--- config.mk ---
export PLATFORM = sky130hd
export DESIGN_NAME = ppu_frame_writer
export DESIGN_NICKNAME = d
export VERILOG_FILES = /design/src/rtl/ppu_frame_pkg.sv /design/src/rtl/sync_fifo.sv /design/src/rtl/ppu_frame_writer.sv
export SDC_FILE = /design/constraint.sdc
export NUM_CORES = 1
export LEC_CHECK = 0
export CAP_MARGIN = 20
export CORE_UTILIZATION = 45
export DETAILED_ROUTE_END_ITERATION = 8
export PLACE_DENSITY = 0.74
export SETUP_SLACK_MARGIN = 0.3
export SKIP_LAST_GASP = 1
export SYNTH_ARGS = -nofsm -noshare
export SYNTH_HDL_FRONTEND = slang
export SYNTH_SLANG_ARGS = --single-unit
--- constraint.sdc ---
create_clock -name clk -period 4.5 [get_ports clk]
set_input_delay 0.675 -clock clk [delete_from_list [all_inputs] [get_ports clk]]
set_output_delay 0.675 -clock clk [all_outputs]
set_load 0.01 [all_outputs]
--- src/rtl/ppu_frame_pkg.sv ---
// Shared types and constants for the PPU framebuffer writer.
package ppu_frame_pkg;

  typedef enum logic [1:0] {
    SYNC,
    ACTIVE,
    DONE
  } state_t;

  localparam int unsigned FRAME_PIXELS = 61440;

  typedef struct packed {
    logic [15:0] addr;
    logic [7:0]  data;
  } fifo_entry_t;

endpackage

--- src/rtl/sync_fifo.sv ---
// Single-clock FIFO with a registered head-of-queue output.
module sync_fifo #(
  parameter int unsigned DEPTH = 4,
  parameter int unsigned WIDTH = 8
) (
  input  logic             clk,
  input  logic             rst,
  input  logic             push,
  input  logic             pop,
  input  logic [WIDTH-1:0] din,
  output logic [WIDTH-1:0] dout,
  output logic             full,
  output logic             empty
);

  localparam int unsigned AW = (DEPTH > 1) ? $clog2(DEPTH) : 1;

  logic [WIDTH-1:0] mem [DEPTH];
  logic [AW-1:0]    wr_ptr;
  logic [AW-1:0]    rd_ptr;
  logic [AW-1:0]    rd_nx;
  logic [AW:0]      count;
  logic             do_push;
  logic             do_pop;

  assign full    = (count == (AW+1)'(DEPTH));
  assign empty   = (count == '0);
  assign do_pop  = pop && !empty;
  assign do_push = push && (!full || do_pop);
  assign rd_nx   = rd_ptr + AW'(1);

  // Storage array; no reset needed since reads are gated by count.
  always_ff @(posedge clk) begin
    if (do_push) mem[wr_ptr] <= din;
  end

  // Pointers, occupancy and the registered head entry.
  // The head register mirrors mem[rd_ptr]; when the entry behind the head is
  // being written in the same cycle it is taken straight from din.
  always_ff @(posedge clk or posedge rst) begin
    if (rst) begin
      wr_ptr <= '0;
      rd_ptr <= '0;
      count  <= '0;
      dout   <= '0;
    end else begin
      if (do_push) wr_ptr <= wr_ptr + AW'(1);
      if (do_pop)  rd_ptr <= rd_nx;
      case ({do_push, do_pop})
        2'b10:   count <= count + (AW+1)'(1);
        2'b01:   count <= count - (AW+1)'(1);
        default: count <= count;
      endcase
      if (do_pop) begin
        if (count == (AW+1)'(1)) dout <= do_push ? din : '0;
        else                     dout <= mem[rd_nx];
      end else if (do_push && empty) begin
        dout <= din;
      end
    end
  end

endmodule

--- src/rtl/ppu_frame_writer.sv ---
// Converts the PPU pixel stream into addressed framebuffer writes and
// checks frame geometry.
module ppu_frame_writer
  import ppu_frame_pkg::*;
#(
  parameter int unsigned FIFO_DEPTH = 4,
  parameter int unsigned H_PIXELS   = 256,
  parameter int unsigned V_LINES    = 240
) (
  input  logic        clk,
  input  logic        rst,
  input  logic [7:0]  pixel,
  input  logic        pixel_en,
  input  logic        vblank,
  output logic [15:0] wr_addr,
  output logic [7:0]  wr_data,
  output logic        wr_valid,
  input  logic        wr_ready,
  output logic        frame_done,
  output logic [15:0] frame_count,
  output logic        err_overflow,
  output logic        err_short,
  output logic        err_long,
  input  logic        err_clr
);

  localparam logic [15:0] LAST_ADDR = 16'(H_PIXELS * V_LINES - 1);

  state_t      state, state_nx;
  logic        vblank_q;
  logic        vb_rise, vb_fall;
  logic [15:0] x, y, addr;
  logic        last_px;
  logic        take, clr_xy, set_short, set_long, set_ovf;
  logic        pop, full, empty;
  fifo_entry_t entry_in, entry_out;

  assign vb_rise = vblank && !vblank_q;
  assign vb_fall = !vblank && vblank_q;
  assign last_px = (x == 16'(H_PIXELS - 1)) && (y == 16'(V_LINES - 1));

  // State register and vblank edge reference (resets high so an initial low
  // vblank counts as a falling edge).
  always_ff @(posedge clk or posedge rst) begin
    if (rst) begin
      state    <= SYNC;
      vblank_q <= 1'b1;
    end else begin
      state    <= state_nx;
      vblank_q <= vblank;
    end
  end

  // Next state and per-cycle control strobes.
  always_comb begin
    state_nx  = state;
    take      = 1'b0;
    clr_xy    = 1'b0;
    set_short = 1'b0;
    set_long  = 1'b0;
    case (state)
      SYNC: if (vb_fall) state_nx = ACTIVE;
      ACTIVE: begin
        if (vb_rise) begin
          set_short = 1'b1;
          clr_xy    = 1'b1;
          state_nx  = SYNC;
        end else if (pixel_en) begin
          take = 1'b1;
          if (last_px) begin
            clr_xy   = 1'b1;
            state_nx = DONE;
          end
        end
      end
      DONE: begin
        set_long = pixel_en;
        if (vb_rise) begin
          clr_xy   = 1'b1;
          state_nx = SYNC;
        end
      end
      default: state_nx = SYNC;
    endcase
  end

  // Raster position; addr advances with every taken pixel, which keeps it
  // equal to y*H_PIXELS + x (mod 2^16) without a multiplier.
  always_ff @(posedge clk or posedge rst) begin
    if (rst) begin
      x    <= '0;
      y    <= '0;
      addr <= '0;
    end else if (clr_xy) begin
      x    <= '0;
      y    <= '0;
      addr <= '0;
    end else if (take) begin
      addr <= addr + 16'd1;
      if (x == 16'(H_PIXELS - 1)) begin
        x <= '0;
        y <= y + 16'd1;
      end else begin
        x <= x + 16'd1;
      end
    end
  end

  assign entry_in = '{addr: addr, data: pixel};
  assign pop      = wr_valid && wr_ready;
  assign set_ovf  = take && full && !pop;

  sync_fifo #(
    .DEPTH (FIFO_DEPTH),
    .WIDTH ($bits(fifo_entry_t))
  ) u_fifo (
    .clk   (clk),
    .rst   (rst),
    .push  (take),
    .pop   (pop),
    .din   (entry_in),
    .dout  (entry_out),
    .full  (full),
    .empty (empty)
  );

  assign wr_valid = !empty;
  assign wr_addr  = entry_out.addr;
  assign wr_data  = entry_out.data;

  // Frame completion tracks the write of the final address leaving the FIFO.
  always_ff @(posedge clk or posedge rst) begin
    if (rst) begin
      frame_done  <= 1'b0;
      frame_count <= '0;
    end else begin
      frame_done <= pop && (wr_addr == LAST_ADDR);
      if (pop && (wr_addr == LAST_ADDR)) frame_count <= frame_count + 16'd1;
    end
  end

  // Sticky error flags; a clear wins over a same-cycle set.
  always_ff @(posedge clk or posedge rst) begin
    if (rst) begin
      err_overflow <= 1'b0;
      err_short    <= 1'b0;
      err_long     <= 1'b0;
    end else if (err_clr) begin
      err_overflow <= 1'b0;
      err_short    <= 1'b0;
      err_long     <= 1'b0;
    end else begin
      err_overflow <= err_overflow | set_ovf;
      err_short    <= err_short | set_short;
      err_long     <= err_long | set_long;
    end
  end

endmodule

==> results of run 1 <==
==> area by class of cell <==
cell class,instances,area [um^2]
clock buffer,18,450
clock inverter,14,149
fill,1495,8620
inverter,17,66.3
multi-input combinational,418,3080
sequential,198,5440
tap,260,325
timing repair buffer,71,698
==> through the flow <==
| stage | worst slack, ns | cells | hold WS (ns) | power, W | util |
|---|---|---|---|---|---|
| 2_1_floorplan | 1.15 | 660 | 0.459 | 0.00332 | - |
| 3_3_place_gp | 1.64 | 963 | 0.461 | 0.00377 | 0.509 |
| 3_5_place_dp | 1.52 | 964 | 0.469 | 0.00388 | 0.510 |
| 4_1_cts | 1.56 | 996 | 0.486 | 0.00539 | 0.542 |
| 5_1_grt | 1.33 | 996 | 0.504 | 0.00560 | 0.542 |
| 6_report | 1.59 | 996 | 0.477 | 0.00534 | 0.542 |
==> cell families after synthesis <==
family	count (synthesis)
xor+xnor	43
fa+ha+maj	16
buf+inv	44
compound gates	113
flops	198
simple gates	214
mux	32
==> power by group <==
| part | internal, W | switching [W] |
|---|---|---|
| Combinational | 0.000675 | 0.000739 |
| Clock | 0.000774 | 0.000735 |
| Sequential | 0.00218 | 0.000236 |
| Total | 0.00363 | 0.00171 |
==> metal layers <==
layer	GRT usage	share of wire
met4	0.0618	0.012
met1	0.243	0.42
met5	0	0
met2	0.341	0.52
met3	0.0384	0.044
==> state kept, by name, indices dropped and copies added, names as in the netlist, 3 cells and up <==
name	flops
u_fifo.dout	24
u_fifo.count	3
addr	16
u_fifo.mem	96
y	16
frame_count	16
x	16
==> placed cells by master, fill, tap and decap left out, types with 9 or more instances in the layout <==
cell	Yosys	layout
clkdlybuf4s50_1	0	58
xnor2_1	17	17
nand4_1	20	20
dfrtp_1	101	101
buf_4	1	12
ha_1	16	16
clkbuf_16	0	18
a21oi_1	24	23
nor2_1	40	40
nand3_1	17	17
xor2_1	26	26
nand2_1	57	57
a22oi_1	24	24
inv_1	17	16
and3_1	9	9
edfxtp_1	96	96
o21ai_0	45	45
mux4_2	24	24
==> worst paths after layout <==
check / to / slack (ns) / start / cells after the start
min in group asynchronous: frame_count[3] / 0.74 / rst / 2
hold / removal: frame_count[15] / 0.48 / frame_count[15] / 1
max in group asynchronous: u_fifo.dout[19] / 2.92 / rst / 3
setup reg to reg: u_fifo.dout[11] / 1.59 / u_fifo.count[0] / 8
setup / recovery: u_fifo.dout[11] / 1.59 / u_fifo.count[0] / 8
hold reg to reg: frame_count[15] / 0.48 / frame_count[15] / 1
==> reports/metrics.yaml, run 1 <==
outcome:
  status: "finished, final reports clean"
grt:
  grt_pass1_vias: 5707
  grt_pass1_wl_mm: 29.5
  grt-ovfl-total: 0
  track_usage: 0.195
  antenna_found_initial: 0
  grt_max_degree: 63
detailed_routing:
  drt_iter0_drc: 341
  wirelength_mm: 18.3
  drc: 0
  firstDrtPassIters: 5
  wl_per_cell_um: 18.3
  via_per_inst: 5.67
  ant_nets: 0
  vias: 5647
setup_path:
  cp.arrival_ns: 3.17
  crit_fanout: 48
  crit_type: "reg2reg"
  crit_top_cell: "inv_1"
  critPathRequiredTime_ns: 4.77
  cpPeakStageDelay_ns: 0.81
  slowest_stage: "a21oi_4"
  crit_buf_inv: 3
  end_kind: "flop"
  cp_top_family: "compound AO/OA/AOI/OAI gates"
  crit_chain: "inv_1 > ha_1 > nor2b_1 > inv_1 > nand2_1 > inv_1 > a21oi_4 > o21ai_0"
  cp-start-kind: "flop"
power_and_ir_drop:
  power_leakage_nw: 3.96
  p_per_area_mw_per_mm2: 523
  vdd_drop_max_v: 0.000355
floorplan:
  die_h_um: 141
  die_w_um: 141
  die_area_mm2: 0.0199
  io_pins: 59
  core_area_mm2: 0.0188
  std_cell_rows: 50
  initial_core_util: 0.462
hold_path:
  hold_class: "reg2reg"
timing:
  finalHoldViolCount: 0
  rsz0062_at_grt: "no"
  fin_tns_setup_ns: 0
  period_minus_slack_ns: 2.91
  fmax_mhz: 344
  drv_slew: 0
  fin_crit_sh: 0.646
  worstMarginPinSlew_ns: 1.04
  finalSetupViolCount: 0
  worst_clock_skew_ns: 0.0154
  relSlewSlack: 0.303
clock_tree:
  cts_root_buffer: "clkbuf_16"
  htree_levels: 4
  cts_num_sinks: 198
  holdBufCountCts: 0
  path_clk_slew_ns: 0.08
  cts_setup_buffers: 0
  cts_resized: 0
  tritoncts: "yes"
  cts_buffer_depth: 2
  clock_latency_ns: 0.44
  cts_buffers: 17
cells_and_area:
  n_antenna_cell: 0
  fin_nets: 753
  stdcell_area_mm2: 0.0102
  drive_above_1_share: 0.133
  area_growth_pct: 17.3
synth:
  netlist.area_leader.share: 0.331
  synthMuxAreaShare: 0.0716
  ys_seq_area_frac: 0.625
  synth_top_area_cell: "edfxtp_1"
  synth-compound-area-share: 0.0797
  synth_adder_area_share: 0.0230
  synth-edff-count: 96
  synthCells: 660
  ys.flop_type: "dfrtp_1"
  yosys.area_share.simple: 0.135
  synth_xor_area_frac: 0.0433
  syn_area_mm2: 0.00870
  synth_seq_cells: 198
  async_flop_share: 0.515
  ys_warn_count: 0
  synth.top_cells.by_count: "101 x dfrtp_1, 96 x edfxtp_1, 57 x nand2_1, 45 x o21ai_0, 40 x nor2_1"
  yosys-top-cells-area: "edfxtp_1 33%, dfrtp_1 29%, mux4_2 6.2%"
  syn_nets: 690
  avgSynthCellArea_um2: 13.2
  ys_types: 60
  synth_top_family_by_area: "simple AND/OR/NAND/NOR gates"
  synth.most_common_cell: "dfrtp_1"
placement:
  dpl.hpwl_mm: 11.7
  port_buffers: 58
  gp_congestion: 0.844
  placed_area_mm2: 0.00961
run:
  drv_cap: 0
No activity file was read; power rests on OpenSTA's default activity.
==> run 2, diff against run 1 <==
==> constraint.sdc (replaced) <==
create_clock -name clk -period 3 [get_ports clk]
set_input_delay 0.45 -clock clk [delete_from_list [all_inputs] [get_ports clk]]
set_output_delay 0.45 -clock clk [all_outputs]
set_load 0.01 [all_outputs]
==> reports/metrics.yaml, run 2 (synthesis results as in run 1) <==
power_and_ir_drop:
  p_sw_frac: 0.325
  power_leakage_nw: 3.97
  p_clk_frac: 0.284
  total_power_w: 0.00806
  p_per_area_mw_per_mm2: 786
  seq_power_share: 0.456
  intPower_w: 0.00544
  vdd_drop_max_v: 0.000464
  power_switching_w: 0.00262
  pwr-share-comb: 0.260
timing:
  holdWs_ns: 0.478
  fin_tns_setup_ns: 0
  finalSetupViolCount: 0
  fin_crit_sh: 0.838
  worst_clock_skew_ns: 0.0132
  fmax_mhz: 398
  period_minus_slack_ns: 2.51
  relSlewSlack: 0.377
  worstMarginPinSlew_ns: 0.935
  drv_slew: 0
  finalHoldViolCount: 0
  rsz0062_at_grt: "no"
placement:
  gp_congestion: 0.837
  port_buffers: 58
  dpl.hpwl_mm: 11.9
grt:
  grt_max_degree: 103
  grt_pass1_wl_mm: 30.2
  antenna_found_initial: 0
  track_usage: 0.198
  grt-ovfl-total: 0
  grt_pass1_vias: 5803
setup_path:
  cp.arrival_ns: 2.88
  ff2ff_path_depth: 7
  slowest_stage: "or4_1"
  end_kind: "flop"
  cpPeakStageDelay_ns: 0.53
  critPathRequiredTime_ns: 3.36
  cp-start-kind: "flop"
  r2r-end: "y[8]"
  timing.rr.start: "state[1]"
  crit_type: "reg2reg"
  r2r_setup_slack_ns: 0.49
  crit_fanout: 19
  cp-startpoint: "state[1]"
  crit_chain: "inv_1 > ha_1 > nand2_1 > nor2_4 > a31oi_4 > or4_1 > a21oi_1"
floorplan:
  initial_core_util: 0.462
  die_w_um: 141
  io_pins: 59
  die_h_um: 141
  std_cell_rows: 50
  die_area_mm2: 0.0199
  core_area_mm2: 0.0188
detailed_routing:
  via_per_inst: 5.58
  ant_nets: 0
  wl_per_cell_um: 18.3
  firstDrtPassIters: 4
  drt_iter0_drc: 309
  vias: 5584
  drc: 0
  wirelength_mm: 18.3
cells_and_area:
  regMostFlops: "u_fifo.mem"
  area_growth_pct: 17.8
  top_regs: "u_fifo.mem (96), u_fifo.dout (24)"
  layout_commonest_cell: "dfrtp_1"
  largest_reg_flops: 96
  layout_common_cells: "101 x dfrtp_1, 96 x edfxtp_1, 58 x clkdlybuf4s50_1"
  n_antenna_cell: 0
  fin_nets: 757
  drive_above_1_share: 0.139
clock_tree:
  holdBufCountCts: 0
  cts_buffers: 17
  cts_num_sinks: 198
  htree_levels: 4
  clock_latency_ns: 0.44
  cts_buffer_depth: 2
  path_clk_slew_ns: 0.09
  tritoncts: "yes"
  cts_root_buffer: "clkbuf_16"
hold_path:
  hold_depth: 1
  min_to: "frame_count[15]"
  hold_class: "reg2reg"
  hold_start: "frame_count[15]"
outcome:
  status: "finished, final reports clean"
run:
  drv_cap: 0
run 2: cell count changes in the layout (fill, tap and decap cells not counted), sizes merged:
cell,previous run,this run
buf,13,17
clkbuf,18,17
clkinvlp,0,1
run 2: final cells by class:
type	instances	area, um^2
sequential	198	5440
timing repair buffer	75	733
inverter	17	67.6
clock buffer	17	425
multi-input combinational	418	3090
clock inverter	15	176
fill	1500	8580
tap	260	325
run 2: worst max-delay path, delay by kind of cell, from the launching register on:
kind                       cells  cell delay [ns]
buffers and inverters          1             0.08
DFF                            1             0.40
adders and majority gates      1             0.30
and+or+nand+nor                3             1.23
AOI/OAI and AO/OA              2             0.43
run 2: worst max-delay path by stage:
stage / depth (start not counted) / slack, ns / endpoint
global placement: 6 / 0.43 / y[8]
global route: 7 / 0.31 / y[8]
CTS: 5 / 0.38 / wr_valid
detailed placement: 6 / 0.34 / y[8]
finish: 7 / 0.49 / y[8]
floorplan: 7 / 0.52 / u_fifo.mem[0][0]
run 2: repair_timing:
item                                    in CTS  in global routing
buffers inserted                             0                  0
endpoints found under the setup margin       0                  1
resized for setup                            0                  1
run 2: power groups by stage:
stage	Sequential, W	Clock, W	Combinational (W)
after detailed placement	0.00374	0	0.00210
after global routing	0.00373	0.00243	0.00231
final	0.00368	0.00229	0.00209
after global placement	0.00369	0	0.00201
after CTS	0.00368	0.00232	0.00212
after floorplan	0.00361	0	0.00137
run 2: metal layers:
layer / global-route usage / wire [um] / vias up
met2: 0.340 / 9430 / 162
met4: 0.0629 / 294 / 0
li1: - / - / 2591
met1: 0.249 / 7680 / 2807
met5: 0 / 0 / -
met3: 0.0465 / 905 / 24
run 2: through the flow:
step                      cells  setup slack [ns]   util  area [um^2]
after global routing       1000             0.313  0.544        10200
after CTS                  1000             0.384  0.544        10200
final                      1000             0.486  0.544        10200
after detailed placement    968             0.339  0.512         9650
after floorplan             660             0.523      -         8700
after global placement      968             0.428  0.512         9650
